**src/rtl/ps2_pkg.sv**
```systemverilog
`default_nettype none
// ============================================================================
//  Module : ps2_pkg
//  Shared constants, FSM encoding and FIFO entry layout for the PS/2 receiver.
//  Rev    : 1.0
// ============================================================================
package ps2_pkg;

    localparam logic [7:0] PS2_PFX_EXT = 8'hE0;
    localparam logic [7:0] PS2_PFX_BRK = 8'hF0;

    localparam int PS2_ENTRY_W = 10;

    localparam logic [1:0] ST_IDLE   = 2'd0;
    localparam logic [1:0] ST_DATA   = 2'd1;
    localparam logic [1:0] ST_PARITY = 2'd2;
    localparam logic [1:0] ST_STOP   = 2'd3;

    typedef struct packed {
        logic       ext;
        logic       brk;
        logic [7:0] code;
    } ps2_entry_t;

endpackage
`default_nettype wire

```
**src/rtl/ps2_sync_fifo.sv**
```systemverilog
`default_nettype none
// ============================================================================
//  Module : ps2_sync_fifo
//  Generic synchronous first-word-fall-through FIFO; head is combinational.
//  Rev    : 1.0
// ============================================================================
module ps2_sync_fifo #(
    parameter int WIDTH = 10,
    parameter int DEPTH = 8
) (
    input  logic             clk,
    input  logic             rst,
    input  logic             wr_en,
    input  logic [WIDTH-1:0] din,
    input  logic             rd_en,
    output logic [WIDTH-1:0] dout,
    output logic             empty,
    output logic             full
);

    localparam int AW = $clog2(DEPTH);
    localparam logic [AW:0] C_FULL = (AW+1)'(DEPTH);

    logic [WIDTH-1:0] r_mem [DEPTH];
    logic [AW-1:0]    r_wptr;
    logic [AW-1:0]    r_rptr;
    logic [AW:0]      r_count;

    logic w_rd;
    logic w_wr;

    assign empty = (r_count == '0);
    assign full  = (r_count == C_FULL);
    assign w_rd  = rd_en & ~empty;
    // A full FIFO still accepts a write when a read frees the head slot.
    assign w_wr  = wr_en & (~full | w_rd);
    assign dout  = empty ? '0 : r_mem[r_rptr];

    always_ff @(posedge clk) begin
        if (w_wr) begin
            r_mem[r_wptr] <= din;
        end
    end

    always_ff @(posedge clk) begin
        if (rst) begin
            r_wptr  <= '0;
            r_rptr  <= '0;
            r_count <= '0;
        end else begin
            if (w_wr) begin
                r_wptr <= r_wptr + 1'b1;
            end
            if (w_rd) begin
                r_rptr <= r_rptr + 1'b1;
            end
            case ({w_wr, w_rd})
                2'b10:   r_count <= r_count + 1'b1;
                2'b01:   r_count <= r_count - 1'b1;
                default: r_count <= r_count;
            endcase
        end
    end

endmodule
`default_nettype wire

```
**src/rtl/ps2_scan_rx.sv**
```systemverilog
`default_nettype none
// ============================================================================
//  Module : ps2_scan_rx
//  PS/2 keyboard frame receiver with E0/F0 prefix folding and FWFT output FIFO.
//  Rev    : 1.0
// ============================================================================
module ps2_scan_rx
    import ps2_pkg::*;
#(
    parameter int FIFO_DEPTH     = 8,
    parameter int TIMEOUT_CYCLES = 50000
) (
    input  logic       clk,
    input  logic       rst,
    input  logic       ps2_clk,
    input  logic       ps2_data,
    input  logic       rd_en,
    output logic       valid,
    output logic [7:0] code,
    output logic       brk,
    output logic       ext,
    output logic       frame_err,
    output logic       overflow
);

    localparam int TW = (TIMEOUT_CYCLES > 1) ? $clog2(TIMEOUT_CYCLES) : 1;
    localparam logic [TW-1:0] C_TO_LAST = TW'(TIMEOUT_CYCLES - 1);

    logic [2:0]    r_clk_sync;
    logic [1:0]    r_dat_sync;
    logic [1:0]    r_state;
    logic [2:0]    r_bitcnt;
    logic [7:0]    r_shift;
    logic          r_byte_done;
    logic          r_frame_err;
    logic [TW-1:0] r_to_cnt;
    logic          r_ext_pend;
    logic          r_brk_pend;
    logic          r_overflow;

    logic          w_fall;
    logic          w_bit;
    logic          w_is_pfx;
    logic          w_push;
    logic          w_full;
    logic          w_empty;
    ps2_entry_t    w_entry;
    ps2_entry_t    w_head;
    logic [PS2_ENTRY_W-1:0] w_dout;

    // Sync FFs reset high (bus idle level) so leaving reset never fakes a fall.
    always_ff @(posedge clk) begin
        if (rst) begin
            r_clk_sync <= 3'b111;
            r_dat_sync <= 2'b11;
        end else begin
            r_clk_sync <= {r_clk_sync[1:0], ps2_clk};
            r_dat_sync <= {r_dat_sync[0], ps2_data};
        end
    end

    assign w_fall = r_clk_sync[2] & ~r_clk_sync[1];
    assign w_bit  = r_dat_sync[1];

    always_ff @(posedge clk) begin
        if (rst) begin
            r_state     <= ST_IDLE;
            r_bitcnt    <= 3'd0;
            r_shift     <= 8'd0;
            r_byte_done <= 1'b0;
            r_frame_err <= 1'b0;
            r_to_cnt    <= '0;
        end else begin
            r_byte_done <= 1'b0;
            r_frame_err <= 1'b0;

            if (w_fall || (r_state == ST_IDLE)) begin
                r_to_cnt <= '0;
            end else begin
                r_to_cnt <= r_to_cnt + 1'b1;
            end

            if ((r_state != ST_IDLE) && !w_fall && (r_to_cnt == C_TO_LAST)) begin
                r_frame_err <= 1'b1;
                r_state     <= ST_IDLE;
            end else if (w_fall) begin
                case (r_state)
                    ST_IDLE: begin
                        if (!w_bit) begin
                            r_state  <= ST_DATA;
                            r_bitcnt <= 3'd0;
                        end
                    end
                    ST_DATA: begin
                        r_shift  <= {w_bit, r_shift[7:1]};
                        r_bitcnt <= r_bitcnt + 1'b1;
                        if (r_bitcnt == 3'd7) begin
                            r_state <= ST_PARITY;
                        end
                    end
                    ST_PARITY: begin
                        if (^{r_shift, w_bit}) begin
                            r_state <= ST_STOP;
                        end else begin
                            r_frame_err <= 1'b1;
                            r_state     <= ST_IDLE;
                        end
                    end
                    default: begin
                        r_state <= ST_IDLE;
                        if (w_bit) begin
                            r_byte_done <= 1'b1;
                        end else begin
                            r_frame_err <= 1'b1;
                        end
                    end
                endcase
            end
        end
    end

    // r_shift is only updated in DATA, so it still holds the byte here.
    assign w_is_pfx = (r_shift == PS2_PFX_EXT) || (r_shift == PS2_PFX_BRK);
    assign w_push   = r_byte_done & ~w_is_pfx;

    always_ff @(posedge clk) begin
        if (rst || r_frame_err) begin
            r_ext_pend <= 1'b0;
            r_brk_pend <= 1'b0;
        end else if (r_byte_done) begin
            if (r_shift == PS2_PFX_EXT) begin
                r_ext_pend <= 1'b1;
            end else if (r_shift == PS2_PFX_BRK) begin
                r_brk_pend <= 1'b1;
            end else begin
                r_ext_pend <= 1'b0;
                r_brk_pend <= 1'b0;
            end
        end
    end

    always_ff @(posedge clk) begin
        if (rst) begin
            r_overflow <= 1'b0;
        end else if (w_push && w_full && !rd_en) begin
            r_overflow <= 1'b1;
        end
    end

    assign w_entry.ext  = r_ext_pend;
    assign w_entry.brk  = r_brk_pend;
    assign w_entry.code = r_shift;

    ps2_sync_fifo #(
        .WIDTH (PS2_ENTRY_W),
        .DEPTH (FIFO_DEPTH)
    ) u_fifo (
        .clk   (clk),
        .rst   (rst),
        .wr_en (w_push),
        .din   (w_entry),
        .rd_en (rd_en),
        .dout  (w_dout),
        .empty (w_empty),
        .full  (w_full)
    );

    assign w_head    = ps2_entry_t'(w_dout);
    assign valid     = ~w_empty;
    assign code      = w_head.code;
    assign brk       = w_head.brk;
    assign ext       = w_head.ext;
    assign frame_err = r_frame_err;
    assign overflow  = r_overflow;

endmodule
`default_nettype wire

```
**config.mk**
```make
export PLATFORM = sky130hd
export DESIGN_NAME = ps2_scan_rx
export DESIGN_NICKNAME = d
export VERILOG_FILES = /design/src/rtl/ps2_pkg.sv /design/src/rtl/ps2_sync_fifo.sv /design/src/rtl/ps2_scan_rx.sv
export SDC_FILE = /design/constraint.sdc
export NUM_CORES = 1
export LEC_CHECK = 0
export ABC_AREA = 1
export CAP_MARGIN = 20
export CORE_ASPECT_RATIO = 0.7
export CORE_UTILIZATION = 30
export CTS_CLUSTER_SIZE = 14
export DETAILED_ROUTE_END_ITERATION = 6
export PLACE_DENSITY = 0.57
export SKIP_CTS_REPAIR_TIMING = 1
export SYNTH_ARGS = -nofsm -noshare
export SYNTH_HDL_FRONTEND = slang
export SYNTH_SLANG_ARGS = --single-unit
```
**constraint.sdc**
```tcl
create_clock -name clk -period 3 [get_ports clk]
set_clock_uncertainty 0.1 [all_clocks]
set_input_delay 0.45 -clock clk [delete_from_list [all_inputs] [get_ports clk]]
set_output_delay 0.45 -clock clk [all_outputs]
set_load 0.01 [all_outputs]
```
==> impl_metrics.tcl <==
set metrics [dict create \
    ys_top_cells_by_area "edfxtp_1 43%, dfxtp_1 19%, o21ai_0 6.7%" \
    nets 636 \
    drt_wl_total_mm 12.27 \
    clk_pin_slew_ns 0.06 \
    grt_pass1_wl_mm 20.14 \
    worst_slew_pin_slew_ns 0.6032 \
    ios 18 \
    status "finished, final reports clean" \
    hold_viol_final 0 \
    dieArea_sq_um 19160 \
    setup_violations 0 \
    placed_cells 831 \
    die_h_um 116.1 \
    synthesis.nets 591 \
    drc 0 \
    cp-end-kind "output pin" \
    total_power_mw 5.281 \
    via_per_inst 4.669 \
    whs_ns 0.3171 \
    max-slew-margin-rel_pct 59.74 \
    antenna_found_initial 0 \
    yosysSeqAreaShare_pct 61.70 \
    clk_latency_ns 0.41 \
    cts-htree-levels 4 \
    gp_congestion 0.7877 \
    port_buffers 17 \
    core-area_sq_um 18110 \
    fillers 1747 \
    overflow 0 \
    drive_above_1_share_pct 12.36 \
    r2r_slack_ns 0.43 \
    grt.total_usage_pct 14.11 \
    avgRoutedWirePerCell_um 14.15 \
    worst_slack_ns 0.1626 \
    ant_nets 0 \
    post-route-min-period_ns 2.837 \
    slew_viol_final 0 \
    period_share_pct 94.58 \
    setup_tns_ns 0 \
    first_iter_violations 281 \
    vdd_ir_drop_max_uv 466.0 \
    start_kind "flip-flop" \
    ff_latch_area_sq_um 3445 \
    fin_cells 867 \
    cts_sinks 132 \
    yosysMostFrequentCell "nor2_1" \
    power.leakage_nw 2.590 \
    drt-pass1-iter-count 4 \
    clockBufferDepth 2 \
    post-place-ws_ns 0.4175 \
    grt_pass1_vias 4013 \
    grt_max_degree 28 \
    yosys-top-cells-count "93 x nor2_1, 80 x edfxtp_1, 75 x o21ai_0" \
    async_reset_ff_share_pct 0 \
    synth_warnings 0 \
    die_w_um 165.0 \
    synth.distinct_cells 33 \
    cp_max_fo 7 \
    ys_ff_latch 132 \
    place_hpwl_mm 8.143 \
    syn_area_per_cell_sq_um 9.739 \
    multi_input_area_sq_um 1863 \
    cts_tree "built" \
    yosys.area.top_type "edfxtp_1" \
    fmax_mhz 352.4 \
    path_class "reg -> out" \
    initial_core_util_pct 30.82 \
    area_growth_pct 21.66 \
    p_per_area_nw_per_um2 777.9 \
    row_count 41 \
    critPathArrivalTime_ns 2.29 \
    cts-root-buf "clkbuf_16" \
    rsz0062_at_grt "false" \
    synth_flop_cell "edfxtp_1" \
    cts_buffers 17 \
    syn_inst 573 \
    synth_enable_flop_cells 80 \
    min_path_type "reg -> reg" \
    synth_top_area_share_pct 43.05 \
    syn_area_sq_um 5580 \
    cap_violations 0 \
    num_vias 4048 \
    required_ns 2.45 \
    diodes 0 \
]
==> area by class of cell <==
class | instances | area share [%]
Clock buffer | 18 | 6.321
Multi-Input combinational cell | 368 | 27.44
Clock inverter | 14 | 2.046
Tap cell | 236 | 4.349
Timing Repair Buffer | 45 | 6.027
Sequential cell | 132 | 50.74
Inverter | 54 | 3.078
==> flip-flops by register name, indices dropped and copies added (netlist names), named ones only <==
register	count
r_to_cnt	16
r_bitcnt	3
u_fifo.r_count	4
r_ext_pend	1
r_shift	8
r_byte_done	1
overflow	1
r_state	2
r_brk_pend	1
r_dat_sync	2
u_fifo.r_wptr	3
u_fifo.r_rptr	3
u_fifo.r_mem	80
r_clk_sync	3
frame_err	1
==> logic make-up (layout without fill, tap and decap cells) <==
group                      count (synthesis)  count (layout)  share of synthesized area (%)
buffers and inverters                     73             131                          4.910
AOI/OAI and AO/OA                        141             141                          13.32
adders and majority gates                 13              13                          2.915
and+or+nand+nor                          209             209                          16.37
DFF                                      132             132                          61.70
xor gates and xnor gates                   5               5                         0.7849
==> report_power, final <==
group	leakage (nW)	switching (mW)	total, mW	internal [mW]
logic	1.14	0.746	1.32	0.570
clock network	0.265	0.757	1.97	1.21
registers	1.19	0.0452	2.00	1.95
==> final timing paths <==
check                                        end                startpoint  depth (start not counted)
setup reg to reg  u_fifo.r_count[3]$_SDFFE_PP0P_   r_shift[1]$_SDFFE_PP0P_                         11
hold / removal          r_dat_sync[1]$_SDFF_PP1_  r_dat_sync[0]$_SDFF_PP1_                          1
setup / recovery                             ext                 flip-flop                          6
hold reg to reg         r_dat_sync[1]$_SDFF_PP1_  r_dat_sync[0]$_SDFF_PP1_                          1
==> worst max-delay path, cell delays in order, from the launching register on <==
cell             delay [ns]
dfxtp_1                0.40
clkinvlp_4             0.22
buf_4                  0.23
nor2_1                 0.09
o21ai_0                0.08
a31oi_1                0.27
clkdlybuf4s50_1        0.59
==> metal layers <==
layer  global-route usage, %  vias to the layer above  wire length (um)
li1                        -                     2060                 -
met1                   18.73                     1870              5821
met2                   21.92                      101              5400
met3                   3.729                       17               889
met4                   5.749                        0               159
met5                       0                        -                 0
==> through the flow <==
step / utilization [%] / area, sq um
finish: 37.49 / 6789
detailed placement: 33.99 / 6155
CTS: 37.12 / 6723
floorplan: - / 5580
global placement: 33.99 / 6155
global route: 37.49 / 6789
==> cells in the final DEF, fill, tap and decap left out, types with 3 or more instances in the layout <==
master / synthesis / final
nand3_1: 16 / 16
buf_4: 0 / 25
a21oi_1: 41 / 41
xor2_1: 3 / 3
ha_1: 13 / 13
o22ai_1: 10 / 10
inv_1: 51 / 49
a31oi_1: 10 / 10
clkbuf_16: 0 / 17
or2_2: 7 / 7
o21ai_0: 75 / 75
clkdlybuf4s50_1: 0 / 15
nand4_1: 4 / 4
nor2_1: 93 / 93
clkinv_2: 0 / 4
nor3_1: 3 / 3
nand2_1: 72 / 72
clkinvlp_4: 0 / 6
edfxtp_1: 80 / 80
nor4_1: 4 / 4
dfxtp_1: 52 / 51
No activity file was read; power rests on OpenSTA's default activity.
